--- config.mk ---
export PLATFORM = sky130hd
export DESIGN_NAME = mux4_scan_ctrl
export DESIGN_NICKNAME = d
export VERILOG_FILES = /design/src/rtl/mux_scan_pkg.sv /design/src/rtl/tick_gen.sv /design/src/rtl/mux4_scan_ctrl.sv
export SDC_FILE = /design/constraint.sdc
export NUM_CORES = 1
export LEC_CHECK = 0
export ABC_AREA = 1
export ABC_CLOCK_PERIOD_IN_PS = 5400
export CORE_ASPECT_RATIO = 1.2
export CORE_UTILIZATION = 57
export DETAILED_ROUTE_END_ITERATION = 10
export PLACE_DENSITY = 0.94
export SLEW_MARGIN = 20
export SYNTH_ARGS = -nofsm -noshare
export SYNTH_HDL_FRONTEND = slang
export SYNTH_SLANG_ARGS = --single-unit
--- constraint.sdc ---
create_clock -name clk -period 5.4 [get_ports clk]
set_input_delay 1.08 -clock clk [delete_from_list [all_inputs] [get_ports clk]]
set_output_delay 1.08 -clock clk [all_outputs]
set_load 0.01 [all_outputs]
--- src/rtl/mux_scan_pkg.sv ---
`default_nettype none
// ============================================================================
// Module      : mux_scan_pkg
// Description : Shared constants and helpers for the mux4 scan sequencer.
//               NCH    - number of mux channels
//               SEL_W  - select width
//               AN_OFF - all digit enables inactive (active-low)
// Revision    : 1.0 - initial release
// ============================================================================
package mux_scan_pkg;

    localparam int          NCH    = 4;
    localparam int          SEL_W  = 2;
    localparam logic [3:0]  AN_OFF = 4'b1111;

    typedef enum logic {
        MODE_AUTO   = 1'b0,
        MODE_MANUAL = 1'b1
    } scan_mode_e;

    // Active-low one-hot digit enable for a channel.
    function automatic logic [NCH-1:0] onehot_n(input logic [SEL_W-1:0] sel);
        onehot_n = ~(4'b0001 << sel);
    endfunction

    // Round-robin search: first enabled channel in order sel+1 .. sel+4.
    // The sel+4 candidate wraps to sel itself, so a lone enabled channel
    // re-selects itself; an empty mask returns sel unchanged.
    function automatic logic [SEL_W-1:0] next_enabled(input logic [SEL_W-1:0] sel,
                                                      input logic [NCH-1:0]   mask);
        logic [SEL_W-1:0] cand;
        logic             found;
        next_enabled = sel;
        found        = 1'b0;
        for (int i = 1; i <= NCH; i++) begin
            cand = sel + SEL_W'(i);
            if (!found && mask[cand]) begin
                next_enabled = cand;
                found        = 1'b1;
            end
        end
    endfunction

endpackage
`default_nettype wire

--- src/rtl/tick_gen.sv ---
`default_nettype none
// ============================================================================
// Module      : tick_gen
// Description : Free-running prescaler counting 0..DIV-1 with a registered
//               slot-end pulse. Reusable for other display timing.
// Ports       : clk   - system clock
//               rst   - synchronous active-high reset
//               en    - count enable; low holds count and forces tick low
//               clr   - restart slot (count -> 0, no tick this edge)
//               count - current prescaler value
//               tick  - high for the cycle after count == DIV-1
// Revision    : 1.0 - initial release
// ============================================================================
module tick_gen #(
    parameter  int DIV = 100000,
    localparam int CW  = $clog2(DIV)
) (
    input  logic          clk,
    input  logic          rst,
    input  logic          en,
    input  logic          clr,
    output logic [CW-1:0] count,
    output logic          tick
);

    localparam logic [CW-1:0] c_LAST = CW'(DIV - 1);

    logic [CW-1:0] r_count;
    logic          r_tick;

    always_ff @(posedge clk) begin
        if (rst) begin
            r_count <= '0;
            r_tick  <= 1'b0;
        end else if (en) begin
            if (clr) begin
                r_count <= '0;
                r_tick  <= 1'b0;
            end else if (r_count == c_LAST) begin
                r_count <= '0;
                r_tick  <= 1'b1;
            end else begin
                r_count <= r_count + 1'b1;
                r_tick  <= 1'b0;
            end
        end else begin
            r_tick <= 1'b0;
        end
    end

    assign count = r_count;
    assign tick  = r_tick;

endmodule
`default_nettype wire

--- src/rtl/mux4_scan_ctrl.sv ---
`default_nettype none
// ============================================================================
// Module      : mux4_scan_ctrl
// Description : Timed round-robin sequencer for a 4-to-1 mux. Drives the mux
//               selects and active-low digit enables, and samples the mux
//               output back SETTLE cycles into each slot.
// Ports       : clk, rst          - clock, synchronous active-high reset
//               en                - run enable (low freezes all state)
//               manual, man_sel   - manual channel override
//               ch_mask           - auto-scan channel enables
//               f_in              - mux output fed back
//               s0, s1, an        - mux selects, active-low one-hot enable
//               tick              - slot-end pulse
//               cap_valid/ch/data - capture pulse, channel and sample
// Revision    : 1.0 - initial release
// ============================================================================
module mux4_scan_ctrl
    import mux_scan_pkg::*;
#(
    parameter int DIV    = 100000,
    parameter int SETTLE = 2,
    parameter int W      = 3
) (
    input  logic             clk,
    input  logic             rst,
    input  logic             en,
    input  logic             manual,
    input  logic [1:0]       man_sel,
    input  logic [3:0]       ch_mask,
    input  logic [W-1:0]     f_in,
    output logic             s0,
    output logic             s1,
    output logic [3:0]       an,
    output logic             tick,
    output logic             cap_valid,
    output logic [1:0]       cap_ch,
    output logic [W-1:0]     cap_data
);

    localparam int            CW       = $clog2(DIV);
    localparam logic [CW-1:0] c_SETTLE = CW'(SETTLE);
    localparam logic [CW-1:0] c_LAST   = CW'(DIV - 1);

    logic [SEL_W-1:0] r_sel;
    logic             r_cap_valid;
    logic [SEL_W-1:0] r_cap_ch;
    logic [W-1:0]     r_cap_data;

    logic [CW-1:0]    w_count;
    logic             w_tick;
    scan_mode_e       w_mode;
    logic             w_reload;
    logic             w_wrap;
    logic             w_lit;
    logic [3:0]       w_an;
    logic [SEL_W-1:0] w_sel_nxt;

    assign w_mode   = manual ? MODE_MANUAL : MODE_AUTO;
    // A manual channel change restarts the slot; it also masks a coincident
    // wrap because the prescaler clear suppresses the tick.
    assign w_reload = (w_mode == MODE_MANUAL) && (man_sel != r_sel);
    assign w_wrap   = (w_count == c_LAST);

    // Blanking follows the mask combinationally so a channel that is masked
    // out goes dark immediately rather than at the next slot boundary.
    assign w_lit = (w_mode == MODE_MANUAL) || ch_mask[r_sel];
    assign w_an  = w_lit ? onehot_n(r_sel) : AN_OFF;

    tick_gen #(
        .DIV   (DIV)
    ) u_tick_gen (
        .clk   (clk),
        .rst   (rst),
        .en    (en),
        .clr   (w_reload),
        .count (w_count),
        .tick  (w_tick)
    );

    always_comb begin
        w_sel_nxt = r_sel;
        if (w_reload) begin
            w_sel_nxt = man_sel;
        end else if ((w_mode == MODE_AUTO) && w_wrap) begin
            w_sel_nxt = next_enabled(r_sel, ch_mask);
        end
    end

    always_ff @(posedge clk) begin
        if (rst) begin
            r_sel       <= '0;
            r_cap_valid <= 1'b0;
            r_cap_ch    <= '0;
            r_cap_data  <= '0;
        end else if (en) begin
            r_sel <= w_sel_nxt;
            // One sample per slot, taken with the select that was driving the
            // mux during the settle interval.
            if ((w_count == c_SETTLE) && (w_an != AN_OFF)) begin
                r_cap_valid <= 1'b1;
                r_cap_ch    <= r_sel;
                r_cap_data  <= f_in;
            end else begin
                r_cap_valid <= 1'b0;
            end
        end else begin
            r_cap_valid <= 1'b0;
        end
    end

    assign s0        = r_sel[0];
    assign s1        = r_sel[1];
    assign an        = w_an;
    assign tick      = w_tick;
    assign cap_valid = r_cap_valid;
    assign cap_ch    = r_cap_ch;
    assign cap_data  = r_cap_data;

endmodule
`default_nettype wire

After elaboration in Yosys (flattened, before gate mapping)
Cells that the tools add are included.
{"block": "totals", "register_bits": 26, "latch_bits": 0, "mem_bits_rw": 0, "romBits": 0, "input_bits": 13, "output_inout_bits": 13, "wordCells": 68, "memories": 0}
{"block": "op_classes", "addsub": 4, "mul": 0, "div_mod_pow": 0, "order_cmp": 4, "eq_ne": 5, "n_shift": 1, "muxes": 29, "bitwise_logic": 3, "n_reduce_logical": 16}
{"op": "$mux W17", "count": 2}
{"op": "$add A17 B1 Y17 const B", "count": 1}
{"op": "$eq A17 B17 Y1 const B", "count": 1}
{"op": "$eq A17 B2 Y1 const B", "count": 1}
{"op": "$mux W1", "count": 16}
{"op": "$lt A2 B3 Y1 const B", "count": 4}
{"op": "$mux W2", "count": 6}
{"op": "$bmux W1 S2", "count": 4}
{"op": "$logic_and A1 B1 Y1", "count": 6}
{"op": "$add A2 B2 Y2 const B", "count": 2}
{"op": "$mux W4", "count": 1}
{"op": "$ne A4 B4 Y1 const B", "count": 1}
{"op": "$not A4 Y4", "count": 1}
{"op": "$reduce_and A4 Y1", "count": 1}
{"op": "$reduce_bool A4 Y1", "count": 1}
{"op": "$shl A1 B2 Y4 const A", "count": 1}
{"op": "$logic_not A1 Y1", "count": 3}
{"op": "$reduce_or A3 Y1", "count": 1}
{"op": "$add A2 B1 Y2 const B", "count": 1}
{"op": "$ne A2 B1 Y1 const B", "count": 1}
{"op": "$ne A2 B2 Y1", "count": 1}
{"op": "$not A1 Y1", "count": 2}
{"op": "$reduce_and A2 Y1", "count": 1}
{"op": "$reduce_bool A2 Y1", "count": 1}
{"op": "other kinds (2)", "count": 2}

Logic depth before layout (Yosys ltp)
{"block": "depth", "word_depth": 21, "depth_mapped": 14, "ltp_nobuf": 13}

Cells and area by module
Synthesis repeated with hierarchy kept, for this count alone.
{"block": "hier_totals", "hier_cells": 289, "area_unflattened_um2": 1824.2}
{"mod": "tick_gen", "instances": 1, "cells_each": 135, "area_each_um2": 972.2, "seq_area_each_um2": 360.3}
{"mod": "mux4_scan_ctrl", "instances": 1, "cells_each": 154, "area_each_um2": 852.1, "seq_area_each_um2": 160.2}

Worst setup path before layout
No wires, ideal clock.
{"block": "synth_path", "path_type": "input to output", "start": "input port ch_mask[1]", "end": "output port an[0]", "arrival_ps": 1542, "slack_ps": 2778, "cell_stages": 5, "path_buffers": 0, "cell_sequence": "nand2_1 nand2_2 o21ai_2 nand2_2 nand2_1"}
{"block": "synth_between", "elab_chain_len": 4}
{"element": "from (decl)", "line_no": "mux4_scan_ctrl.sv:29", "text": "input logic [3:0] ch_mask,"}
{"element": "$bmux W1 S2", "line_no": "mux4_scan_ctrl.sv:66", "text": "assign w_lit = (w_mode == MODE_MANUAL) || ch_mask[r_sel];"}
{"element": "$mux W1 (not written as such)", "line_no": "mux4_scan_ctrl.sv:66"}
{"element": "$logic_or A1 B1 Y1", "line_no": "mux4_scan_ctrl.sv:66"}
{"element": "$mux W4", "line_no": "mux4_scan_ctrl.sv:67", "text": "assign w_an = w_lit ? onehot_n(r_sel) : AN_OFF;"}
{"element": "to (decl)", "line_no": "mux4_scan_ctrl.sv:33", "text": "output logic [3:0] an,"}
No other way between the ends. The select of a mux whose other input is x is not followed.

Final worst setup path
{"block": "layout_path", "start": "input port ch_mask[0]", "end": "output port an[0]"}
Same word-level chain as after synthesis.

==> metrics.txt <==
period utilization 67.4%; final setup violation count 0; Cell Int Power about 0.32 mW; CP bufs+invs 2; Worst EP arrival between 2000 and 3000 ps; RePlAce Congestion a little over 0.9; EDFF count, synth 0; FFs w/ async S/R, synth 0%; slowest cell delay on critical path 540 ps; GR peak layer met2; Core Footprint around 2900 um2; detail-routed net length per standard cell 11.8 um; dominant synthesized flop cell dfxtp_1; fin area a little over 2000 um2; Final HPWL DP 2800 um; initial core utilization about three fifths; met3 usage between 4 and 5%; M1 GR Usage 27.7%; Syn Std Cell Area approximately 1800 um2; Core Rows 21; initial antenna violation count 0; Post-CTS Setup Inserts 0; routed wire length about 3700 um; FILL cells 230; Post-DRT Antenna Nets 0; Fin. Hold Viols 0; fin util between 70% and 80%; port buffer count 25; total of max-cap violations 0; Yosys reg bits 26; switching power of the nets ~0.14 mW; met2 usage in global routing between 40% and 50%; syn avg cell area around 6.7 um2; Multi-input gate area between 1000 and 1500 um2; crit path capture type primary output; largest net degree at the start of global routing 18; pre-CTS WS roughly 1800 ps; Detailed Route Iter0 Violations 72; cell accounting for the most synthesized area dfxtp_1; die extent in x ~53 um; 1st-pass router iterations 4; leakage ~0.9 nW; yosys warns 0; Top Ports 26; max-slew violation count 0; via-per-instance ratio about 5.3; RSZ-0062 raised after global routing no; worst-margin pin slew 653 ps; Setup WS post-layout around 1800 ps; maximum VDD drop 0.215 mV; DR vias 1699; Synth Instances roughly 260; Area contributors post-synth dfxtp_1 30%, nand2_1 13%, nor2_1 8.1%, nand3_1 6.6%, inv_1 6.4%; delay-heaviest family, CP buffers and inverters; setup TNS 0 ps; DP Area between 1500 and 2000 um2; Min-Delay Path Class flop to flop; Reg power frac a little under half; Total GRT Usage between 20% and 30%; Slew HR between 50% and 60%; area delta synth->final 16.0%; Post-Syn Nets about 280; CTS Buf Count 3; Synth cell types 33; first-pass GRT wire length 6550 um; CP max stage cell clkdlybuf4s50_1; worst-path maximum fanout 5; Cell Chain, Critical Path clkdlybuf4s50_1, nand2_4, nand2_2, o21ai_2, nand2_2, nand2_1, clkdlybuf4s50_1; Skew-Pair Late Insertion Delay 320 ps; fin crit period 3640 ps; Nets 304; hold_buf cts 0; CTS Buffer Depth 2; Reg clk slew, reported paths 150 ps; Clock Power Share between 20 and 30%; Residual DRC 0; Comb pwr share between 20% and 30%; Die Area about 3300 um2; PwrDens 225 nW/um2; CTS sink cnt 26; Die Y roughly 63 um; crit start category input port; layout cells sized above 1 12.0%; post-cts resize count 0; diodes inserted 0; WP data required approximately 4300 ps; sw frac 29.8%; Clock H-tree levels 1; FMAX ~270 MHz; Clock Skew a little over 3 ps; vias in the first global route 1605; clock root buffer clkbuf_4; kind of critical path input port to primary output; Reg area around 520 um2; CTS tree done; status completed; share of the synthesized area in the top cell type about 30%; Seq/Total Area, Yosys 29.7%; hold slack final 522 ps; grt total ovfl 0
## per-stage QoR
| stage | cells | total power, mW |
|---|---|---|
| floorplan | 262 | 0.290 |
| finish | 318 | 0.458 |
| CTS | 318 | 0.459 |
| global route | 318 | 0.486 |
| global placement | 314 | 0.322 |
| detailed placement | 314 | 0.325 |
## kinds of logic after synthesis
logic type	count (synthesis)	share of synthesized area (%)
XOR/XNOR	5	2.50
flip-flops	26	29.7
AO/OA/AOI/OAI	17	5.99
AND/OR/NAND/NOR	167	46.4
adder cells (fa/ha/maj)	6	4.28
buffers and inverters	41	11.2
## final cells by class
type	count	area share, %
timing repair buffer	25	12.3
multi-input combinational	195	51.0
clock inverter	1	1.47
tap	34	2.09
inverter	34	6.51
clock buffer	3	1.11
sequential	26	25.6
## final timing paths
| kind | slack (ps) | cells after the start | endpoint | from |
|---|---|---|---|---|
| min | 520 | 4 | cap_data[2]$_SDFFE_PP0P_ | cap_data[2]$_SDFFE_PP0P_ |
| max reg2reg | 3240 | 11 | r_sel[0]$_SDFFE_PP0P_ | r_sel[1]$_SDFFE_PP0P_ |
| min reg2reg | 520 | 4 | cap_data[2]$_SDFFE_PP0P_ | cap_data[2]$_SDFFE_PP0P_ |
| max | 1760 | 7 | an[0] | ch_mask[0] |
## power by group through the flow
stage                     Sequential [mW]  Combinational (mW)  Clock (mW)
after floorplan                     0.207              0.0829           0
final                               0.207               0.116       0.136
after detailed placement            0.211               0.115           0
after global placement              0.210               0.111           0
after CTS                           0.207               0.115       0.137
after global routing                0.208               0.130       0.148
## synthesized netlist by cell type (3+ instances only)
cell	n
a21oi_1	6
buf_6	4
nand3_1	23
nor3_2	5
nor2_1	38
nand4_1	7
o21ai_0	5
xnor2_1	3
dfxtp_1	26
nand2_2	7
nor2_2	6
inv_1	30
ha_1	6
nor3_1	8
nand2_1	62
## state kept, by name, indices dropped and copies added, names as in the netlist
name and flops:
u_tick_gen.tick 1, u_tick_gen.count 17, cap_ch 2, cap_valid 1, r_sel 2, cap_data 3
## worst reg2reg max path, delay by kind of cell (launching register included)
| kind | cells | cell delay [ps] |
|---|---|---|
| and+or+nand+nor | 7 | 780 |
| buffers and inverters | 3 | 310 |
| adders and majority gates | 1 | 370 |
| DFF | 1 | 610 |
## layout by cell type, fill, tap and decap left out
cell	netlist	final
nand3b_1	1	1
nor2_1	38	38
nor3_2	5	5
xnor2_1	3	3
o21ai_0	5	5
nor2_2	6	6
clkbuf_4	0	3
nand2_1	62	62
or2_2	1	1
nand4_1	7	7
a21oi_1	6	6
xor2_1	2	2
nor3b_1	1	1
o21ai_2	1	1
a221oi_1	2	2
nor3_4	2	2
nor3_1	8	8
inv_1	30	30
inv_2	2	2
nand3_1	23	23
dfxtp_1	26	26
nand3_2	2	2
clkdlybuf4s50_1	0	25
nand2_4	2	2
clkinv_1	1	1
bufinv_16	0	1
inv_6	1	1
ha_1	6	6
nor4_1	2	2
o21ai_1	1	1
a211oi_2	1	1
a31oi_1	1	1
nand2_2	7	7
## routing by layer
| layer | up-vias | part of all wire [%] |
|---|---|---|
| met5 | - | 0 |
| met4 | 0 | 1.7 |
| met3 | 8 | 3.1 |
| met2 | 34 | 53 |
| met1 | 775 | 42 |
| li1 | 882 | - |
Power figures use the tool's default switching activity.
